==> config.mk <==
export PLATFORM = sky130hd
export DESIGN_NAME = mbist_march_ctrl
export DESIGN_NICKNAME = d
export VERILOG_FILES = /design/src/rtl/mbist_march_ctrl.sv
export SDC_FILE = /design/constraint.sdc
export NUM_CORES = 1
export LEC_CHECK = 0
export CAP_MARGIN = 10
export CORE_MARGIN = 4
export CORE_UTILIZATION = 50
export DETAILED_ROUTE_END_ITERATION = 8
export GPL_ROUTABILITY_DRIVEN = 0
export PLACE_DENSITY = 0.85
export SYNTH_ARGS = -nofsm -noshare
export SYNTH_HDL_FRONTEND = slang
export SYNTH_SLANG_ARGS = --single-unit
==> constraint.sdc <==
create_clock -name clk -period 9.4 [get_ports clk]
set_input_delay 0.94 -clock clk [delete_from_list [all_inputs] [get_ports clk]]
set_output_delay 0.94 -clock clk [all_outputs]
set_load 0.05 [all_outputs]
==> src/rtl/mbist_march_ctrl.sv <==
// March SR+ memory BIST controller for a single-port synchronous SRAM.
// Runs E0..E5 over the whole address space and stops on the first read miscompare.
module mbist_march_ctrl #(
  parameter int ADDR_WIDTH   = 8,
  parameter int DATA_WIDTH   = 32,
  parameter int READ_LATENCY = 1
) (
  input  logic                  clk,
  input  logic                  reset_n,
  input  logic                  start,
  output logic                  mem_cs,
  output logic                  mem_we,
  output logic                  mem_re,
  output logic [ADDR_WIDTH-1:0] mem_addr,
  output logic [DATA_WIDTH-1:0] mem_wdata,
  input  logic [DATA_WIDTH-1:0] mem_rdata,
  output logic                  test_done,
  output logic                  fail_flag,
  output logic [ADDR_WIDTH-1:0] fail_addr,
  output logic [1:0]            dbg_state
);

  // start is a one-cycle pulse with no ready: it is taken only in IDLE or DONE,
  // and mem_cs/we/re describe the op the SRAM samples on the edge ending that cycle.

  typedef enum logic [1:0] {
    IDLE    = 2'd0,
    RUN     = 2'd1,
    WAIT_RD = 2'd2,
    DONE    = 2'd3
  } state_t;

  localparam int                  WAIT_W    = (READ_LATENCY > 1) ? $clog2(READ_LATENCY) : 1;
  localparam logic [ADDR_WIDTH-1:0] ADDR_MAX = '1;
  localparam logic [2:0]          LAST_ELEM = 3'd5;

  state_t                  state_q;
  logic [2:0]              elem_q;
  logic [1:0]              op_q;
  logic [ADDR_WIDTH-1:0]   addr_q;
  logic [WAIT_W-1:0]       wait_q;
  logic                    cs_q;
  logic                    we_q;
  logic                    re_q;
  logic [ADDR_WIDTH-1:0]   maddr_q;
  logic [DATA_WIDTH-1:0]   wdata_q;
  logic                    done_q;
  logic                    fail_q;
  logic [ADDR_WIDTH-1:0]   faddr_q;

  logic [2:0]              elem_d;
  logic [1:0]              op_d;
  logic [ADDR_WIDTH-1:0]   addr_d;
  logic                    last_step;
  logic                    at_end;
  logic                    cur_rd;
  logic                    rd_match;
  logic                    wait_last;
  logic                    adv;
  logic                    iss_rd;
  logic [DATA_WIDTH-1:0]   iss_wdata;
  logic [DATA_WIDTH-1:0]   exp_word;

  // Index of the last op in each element: E0 w0 | E1 r0 w1 r1 w0 | E2 r0 r0 | E3 w1 | E4 r1 w0 r0 w1 | E5 r1 r1
  function automatic logic [1:0] last_op(input logic [2:0] e);
    case (e)
      3'd1, 3'd4: last_op = 2'd3;
      3'd2, 3'd5: last_op = 2'd1;
      default:    last_op = 2'd0;
    endcase
  endfunction

  function automatic logic elem_down(input logic [2:0] e);
    elem_down = (e == 3'd0) || (e == 3'd4) || (e == 3'd5);
  endfunction

  function automatic logic op_rd(input logic [2:0] e, input logic [1:0] o);
    case (e)
      3'd1, 3'd4: op_rd = (o == 2'd0) || (o == 2'd2);
      3'd2, 3'd5: op_rd = 1'b1;
      default:    op_rd = 1'b0;
    endcase
  endfunction

  function automatic logic op_val(input logic [2:0] e, input logic [1:0] o);
    case (e)
      3'd1:       op_val = (o == 2'd1) || (o == 2'd2);
      3'd3, 3'd5: op_val = 1'b1;
      3'd4:       op_val = (o == 2'd0) || (o == 2'd3);
      default:    op_val = 1'b0;
    endcase
  endfunction

  assign at_end    = elem_down(elem_q) ? (addr_q == '0) : (addr_q == ADDR_MAX);
  assign cur_rd    = op_rd(elem_q, op_q);
  assign exp_word  = op_val(elem_q, op_q) ? '1 : '0;
  assign rd_match  = (mem_rdata == exp_word);
  assign wait_last = (wait_q == WAIT_W'(READ_LATENCY - 1));
  assign adv       = ((state_q == RUN) && !cur_rd) ||
                     ((state_q == WAIT_RD) && wait_last && rd_match);

  // Position of the op that follows the current one; the address reloads for the
  // next element's direction only after the terminal address, so it never wraps.
  always_comb begin
    elem_d    = elem_q;
    op_d      = op_q;
    addr_d    = addr_q;
    last_step = 1'b0;
    if (op_q != last_op(elem_q)) begin
      op_d = op_q + 2'd1;
    end else if (!at_end) begin
      op_d   = '0;
      addr_d = elem_down(elem_q) ? addr_q - ADDR_WIDTH'(1) : addr_q + ADDR_WIDTH'(1);
    end else if (elem_q != LAST_ELEM) begin
      elem_d = elem_q + 3'd1;
      op_d   = '0;
      addr_d = elem_down(elem_d) ? ADDR_MAX : '0;
    end else begin
      last_step = 1'b1;
    end
  end

  assign iss_rd    = op_rd(elem_d, op_d);
  assign iss_wdata = (!iss_rd && op_val(elem_d, op_d)) ? '1 : '0;

  always_ff @(posedge clk or negedge reset_n) begin
    if (!reset_n) begin
      state_q <= IDLE;
      elem_q  <= '0;
      op_q    <= '0;
      addr_q  <= '0;
      wait_q  <= '0;
      cs_q    <= 1'b0;
      we_q    <= 1'b0;
      re_q    <= 1'b0;
      maddr_q <= '0;
      wdata_q <= '0;
      done_q  <= 1'b0;
      fail_q  <= 1'b0;
      faddr_q <= '0;
    end else begin
      case (state_q)
        IDLE, DONE: begin
          if (start) begin
            state_q <= RUN;
            elem_q  <= '0;
            op_q    <= '0;
            addr_q  <= ADDR_MAX;
            wait_q  <= '0;
            cs_q    <= 1'b1;
            we_q    <= 1'b1;
            re_q    <= 1'b0;
            maddr_q <= ADDR_MAX;
            wdata_q <= '0;
            done_q  <= 1'b0;
            fail_q  <= 1'b0;
            faddr_q <= '0;
          end
        end
        RUN: begin
          if (cur_rd) begin
            state_q <= WAIT_RD;
            wait_q  <= '0;
            cs_q    <= 1'b0;
            we_q    <= 1'b0;
            re_q    <= 1'b0;
            maddr_q <= '0;
            wdata_q <= '0;
          end
        end
        WAIT_RD: begin
          if (!wait_last) begin
            wait_q <= wait_q + WAIT_W'(1);
          end else if (!rd_match) begin
            state_q <= DONE;
            done_q  <= 1'b1;
            fail_q  <= 1'b1;
            faddr_q <= addr_q;
          end
        end
        default: state_q <= IDLE;
      endcase
      if (adv) begin
        if (last_step) begin
          state_q <= DONE;
          done_q  <= 1'b1;
          cs_q    <= 1'b0;
          we_q    <= 1'b0;
          re_q    <= 1'b0;
          maddr_q <= '0;
          wdata_q <= '0;
        end else begin
          state_q <= RUN;
          elem_q  <= elem_d;
          op_q    <= op_d;
          addr_q  <= addr_d;
          cs_q    <= 1'b1;
          we_q    <= !iss_rd;
          re_q    <= iss_rd;
          maddr_q <= addr_d;
          wdata_q <= iss_wdata;
        end
      end
    end
  end

  assign mem_cs    = cs_q;
  assign mem_we    = we_q;
  assign mem_re    = re_q;
  assign mem_addr  = maddr_q;
  assign mem_wdata = wdata_q;
  assign test_done = done_q;
  assign fail_flag = fail_q;
  assign fail_addr = faddr_q;
  assign dbg_state = state_q;

endmodule

; ---- Word level (Yosys, flattened, before mapping)
; Index checks and enable logic that the tools add are counted.
; Widths: inputs -> output; s select.
[totals]
latchBits = 0
elab_cells = 165
n_memories = 0
regBits = 69
ram_bits = 0
in_bits = 35
mem_bits_ro = 0
[op_classes]
bitwise = 1
n_eq_ne = 33
shifts = 0
div = 0
reduce_logical = 36
magnitude_cmp = 0
n_addsub = 5
mux = 77
n_mul = 0
[ops]
columns = operator, count
row1 = $mux 32, 6
row2 = $mux 8, 16
row3 = $pmux 32 s2, 1
row4 = $eq 32x32->1, 1
row5 = $pmux 8 s2, 2
row6 = $mux 2, 13
row7 = $mux 1, 21
row8 = $mux 3, 7
row9 = $eq 3x3->1 const B, 6
row10 = $ne 3x3->1 const B, 5
row11 = $reduce_or 2->1, 7
row12 = $eq 2x2->1 const B, 6
row13 = $eq 3x2->1 const B, 4
row14 = $pmux 1 s2, 6
row15 = $logic_or 1x1->1, 11
row16 = $pmux 1 s3, 3
row17 = $add 8x1->8 const B, 1
row18 = $eq 8x8->1 const B, 1
row19 = $logic_not 8->1, 1
row20 = $ne 2x2->1 const B, 4
row21 = $reduce_and 4->1, 2
row22 = $sub 8x1->8 const B, 1
row23 = $eq 2x1->1 const B, 3
row24 = $eq 3x1->1 const B, 2
row25 = 15 further kinds, 22

; ---- Logic depth before layout (Yosys ltp)
[logic_depth]
depth_word = 14
depth_mapped = 12

; ---- Worst setup path after synthesis
; OpenSTA, ideal clock, no wires.
[synth_timing]
path_type = flip-flop to flip-flop
startpoint = register elem_q[0]
endpoint = register addr_q[7]
n_path_buf = 0
path_stages_with_launch = 11
synth_period_minus_slack_ns = 3.099
setup_time_ns = 0.121
required_time_ns = 9.279
arrival_time_ns = 2.978
slack_ns = 6.301
path_cell_list = dfrtp_1 inv_1 ha_1 a21o_1 ha_1 a21o_1 a211o_1 a2111oi_0 nor3_1 or3_1 o22a_1
[synth_via]
elab_chain_len = 10
elab_cells_between_ends = 39
[synth_rtl]
columns = item, line_no
row1 = "start, declared", 38  ; logic [2:0] elem_q;
row2 = "start signal, assigned", 194  ; elem_q <= elem_d;
row3 = $add 3x1->3, 115  ; elem_d = elem_q + 3'd1;
row4 = $eq 3x3->1 or $logic_not 3->1 (tied branches), 74  ; elem_down = (e == 3'd0) || (e == 3'd4) || (e == 3'd5);
row5 = $logic_or 1x1->1 (2 in a row), 74
row6 = $mux 8, 117  ; addr_d = elem_down(elem_d) ? ADDR_MAX : '0;
row7 = $mux 8, 114  ; end else if (elem_q != LAST_ELEM) begin
row8 = $mux 8, 111  ; end else if (!at_end) begin
row9 = $mux 8, 109  ; if (op_q != last_op(elem_q)) begin
row10 = $mux 8, 184  ; if (last_step) begin
row11 = $mux 8 *, 183  ; if (adv) begin
row12 = "end signal, assigned", 196  ; addr_q <= addr_d;
row13 = "end, declared", 40  ; logic [ADDR_WIDTH-1:0] addr_q;
; Mark *: on every way between the ends. The rest lies on a longest branch, timed or not.
; A chain may end at the register's enable or synchronous reset.

; ---- Final worst setup path
[layout_timing]
startpoint = register elem_q[1]
endpoint = register maddr_q[7], in the netlist mem_addr[7]
[layout_via]
elab_chain_len = 10
elab_cells_between_ends = 43
[layout_rtl]
columns = item, line_no
row1 = "parallel branches: the longest is 10 deep, another holds $mux 32", -
row2 = "end signal, assigned", 200  ; maddr_q <= addr_d;
row3 = "end, declared", 45  ; logic [ADDR_WIDTH-1:0] maddr_q;
; Several ways; the timed one is not identified.

==> flow_metrics.env <==
export IMPL_route_detailed_drc=0
export IMPL_final_common_cell="clkdlybuf4s50_1"
export IMPL_overflow=0
export IMPL_drtAntennaViolNets=0
export IMPL_setup_tns_ps=0
export IMPL_min_to="fail_flag$_DFFE_PN0P_"
export IMPL_numCtsBuffers=5
export IMPL_cp_slowest_stage_delay_ps=520
export IMPL_power_switching_mw=0.5232
export IMPL_slew_headroom_pct=44.72
export IMPL_yosys_cell_types_count=59
export IMPL_htree_levels=2
export IMPL_worstMarginPinSlew_ps=829.2
export IMPL_clk_pin_slew_worst_paths_ps=80
export IMPL_cts_buffer_depth=2
export IMPL_finalHoldViolCount=0
export IMPL_synth_ff_type="dfrtp_1"
export IMPL_chipHeight_um=83.98
export IMPL_dieArea_sq_um=7053
export IMPL_ios=90
export IMPL_fin_crit_ps=3501
export IMPL_insertion_delay_ps=290
export IMPL_firstDrtPassIters=4
export IMPL_drive_gt1_share_pct=6.897
export IMPL_p_seq_share_pct=26.4
export IMPL_cp_arrival_ps=3670
export IMPL_clockRootBuffer="clkbuf_8"
export IMPL_final_max_slew_viol_count=0
export IMPL_num_rows=27
export IMPL_layout_common_cells="clkdlybuf4s50_1 (88), dfrtp_1 (37), nor2_1 (23)"
export IMPL_grt_max_degree=38
export IMPL_vias=2599
export IMPL_area_delta_synth_final_pct=27.57
export IMPL_r2r_start="elem_q[1]$_DFF_PN0_"
export IMPL_cap_violations=0
export IMPL_grt_pass1_wl_mm=11.92
export IMPL_yosys_warnings=0
export IMPL_grt_util_all_layers_pct=20.19
export IMPL_netlist_area_sq_um=2887
export IMPL_final_net_count=429
export IMPL_drt_iter0_drc=114
export IMPL_initial_utilization_pct=52.10
export IMPL_end_kind="register"
export IMPL_syn_inst=321
export IMPL_cp_max_fo=11
export IMPL_cts_setup_buffers=0
export IMPL_min_path_cells=1
export IMPL_clock_sinks=37
export IMPL_start_kind="register"
export IMPL_combPwrFrac_pct=60.6
export IMPL_placed_area_sq_um=3570
export IMPL_die_w_um=83.98
export IMPL_port_buffers=89
export IMPL_cts_resized=0
export IMPL_p_per_area_nw_per_um2=291.1
export IMPL_cpMaxStageDelayCell="a2111oi_0"
export IMPL_max_freq_ghz=0.2856
export IMPL_power_leakage_nw=1.502
export IMPL_yosysSeqAreaShare_pct=32.08
export IMPL_n_antenna_cell=0
export IMPL_core_area_sq_um=5540
export IMPL_antenna_found_initial=0
export IMPL_setup_viol=0
export IMPL_p_int_mw=0.5488
export IMPL_vdd_ir_drop_max_mv=0.2066
export IMPL_swShare_pct=48.81
export IMPL_grt_pass1_vias=2441
export IMPL_hold_path_class="reg2reg"
export IMPL_hpwlAfterDp_mm=5.775
export IMPL_wirelength_mm=7.278
export IMPL_status="completed"
export IMPL_wl_per_cell_um=16.21
export IMPL_finish_instance_area_sq_um=3682
export IMPL_timing_rr_end="mem_addr[7]$_DFFE_PN0P_"
export IMPL_rsz0062_at_grt="no"
export IMPL_clock_skew_ps=10.87
export IMPL_crit_type="reg2reg"
export IMPL_regToRegSetupSlack_ps=5900
export IMPL_hold_buffers=0
export IMPL_via_per_inst=5.788
export IMPL_rr_worst_depth=11
export IMPL_synth_nets=374
export IMPL_synth_edf_count=0
export IMPL_p_clk_share_pct=13.0
export IMPL_crit_required_ps=9570
export IMPL_cts_tree="built"
export IMPL_crit_chain="inv_1 > ha_1 > a21o_1 > ha_1 > a21o_1 > a211o_1 > a2111oi_0 > nor3_1 > or3_1 > o211ai_1 > a21oi_1"
export IMPL_min_from="fail_flag$_DFFE_PN0P_"
export IMPL_yosys_register_bits=37
export IMPL_period_share_pct=37.24
export IMPL_avgSynthCellArea_sq_um=8.992
export IMPL_ys_async_sr_fraction_pct=100.0
-- flip-flops by register name, summed over array words and instances, names as in the netlist --
register	flops
fail_flag	1
fail_addr	8
elem_q	3
mem_we	1
test_done	1
mem_addr	8
mem_cs	1
mem_re	1
mem_wdata	1
op_q	2
dbg_state	2
addr_q	8
-- worst max-delay path, delay by kind of cell, from the launching register on --
family,cells,cell delay (ps)
AOI/OAI and AO/OA,6,1600
adders and majority gates,2,670
and+or+nand+nor,2,490
DFF,1,440
buffers and inverters,1,180
-- synthesized netlist by cell type (all sizes together), types with 3 or more instances --
cell	count	area share (%)
a211oi	3	0.78
nand2b	6	1.3
o22a	5	1.5
nor2b	6	1.3
inv	13	1.7
nor2	23	3.0
nand3	7	1.2
a22o	9	2.7
or2	4	0.87
nor4	12	2.6
nand2	13	1.7
a21o	6	1.6
nand4	13	2.8
xnor2	6	1.8
mux2	3	1.2
or3	5	1.3
nor3	7	1.6
dfrtp	37	32
o21ai	18	3.1
mux2i	5	1.7
a211o	4	1.2
clkbuf	6	0.82
o211ai	5	1.3
a21oi	15	2.6
and2	7	1.7
buf	36	9.6
o31ai	3	0.78
ha	17	7.4
-- power by group through the flow --
| stage | Combinational (mW) | Sequential, mW | Clock, mW |
|---|---|---|---|
| after floorplan | 0.334 | 0.408 | 0 |
| after global placement | 0.626 | 0.280 | 0 |
| after detailed placement | 0.643 | 0.284 | 0 |
| after CTS | 0.647 | 0.281 | 0.140 |
| after global routing | 0.700 | 0.292 | 0.148 |
| final | 0.650 | 0.283 | 0.140 |
-- kinds of logic after synthesis --
group / after synthesis / share of synthesized area (%)
compound gates: 87 / 21.46
flops: 37 / 32.08
mux: 8 / 2.904
buf+inv: 55 / 12.09
fa+ha+maj: 18 / 8.062
xor+xnor: 7 / 2.124
simple gates: 109 / 21.28
-- worst max-delay path by stage --
stage	startpoint	end	cells past startpoint
4_1_cts	elem_q[1]$_DFF_PN0_	mem_addr[7]$_DFFE_PN0P_	11
5_1_grt	elem_q[1]$_DFF_PN0_	mem_addr[7]$_DFFE_PN0P_	11
2_1_floorplan	elem_q[0]$_DFF_PN0_	addr_q[7]$_DFF_PN0_	10
6_report	elem_q[1]$_DFF_PN0_	mem_addr[7]$_DFFE_PN0P_	11
3_5_place_dp	mem_rdata[25]	addr_q[6]$_DFF_PN0_	9
3_3_place_gp	mem_rdata[16]	addr_q[6]$_DFF_PN0_	9
-- metrics by stage --
stage	worst slack [ps]	std cells	power (mW)	hold slack [ps]	util (%)
after floorplan	6301	321	0.7422	549.4	-
after global placement	5847	441	0.9054	464.8	64.43
after detailed placement	5780	441	0.9272	480.8	64.43
after CTS	5886	449	1.068	495.0	66.46
after global routing	5605	449	1.140	519.2	66.46
final	5899	449	1.072	491.2	66.46
-- final cells by class --
cell class              instances  area [sq um]
fillers                       425          1858
multi-input cells             229          1612
flip-flops and latches         37         925.9
repair buffers                 90         893.4
well taps                      72         90.09
clock buffers                   5         68.82
inverters                      13         48.80
clock inverters                 3         43.79
-- per-layer routing --
| metal | vias up | track usage (%) | wire length (um) | part of all wire [%] |
|---|---|---|---|---|
| met3 | 4 | 5.035 | 608 | 8.4 |
| li1 | 1270 | - | - | - |
| met1 | 1226 | 26.30 | 3043 | 42 |
| met2 | 99 | 34.71 | 3592 | 49 |
| met4 | 0 | 2.778 | 34 | 0.47 |
| met5 | - | 0 | 0 | 0 |
(Power assumes the default switching activity.)
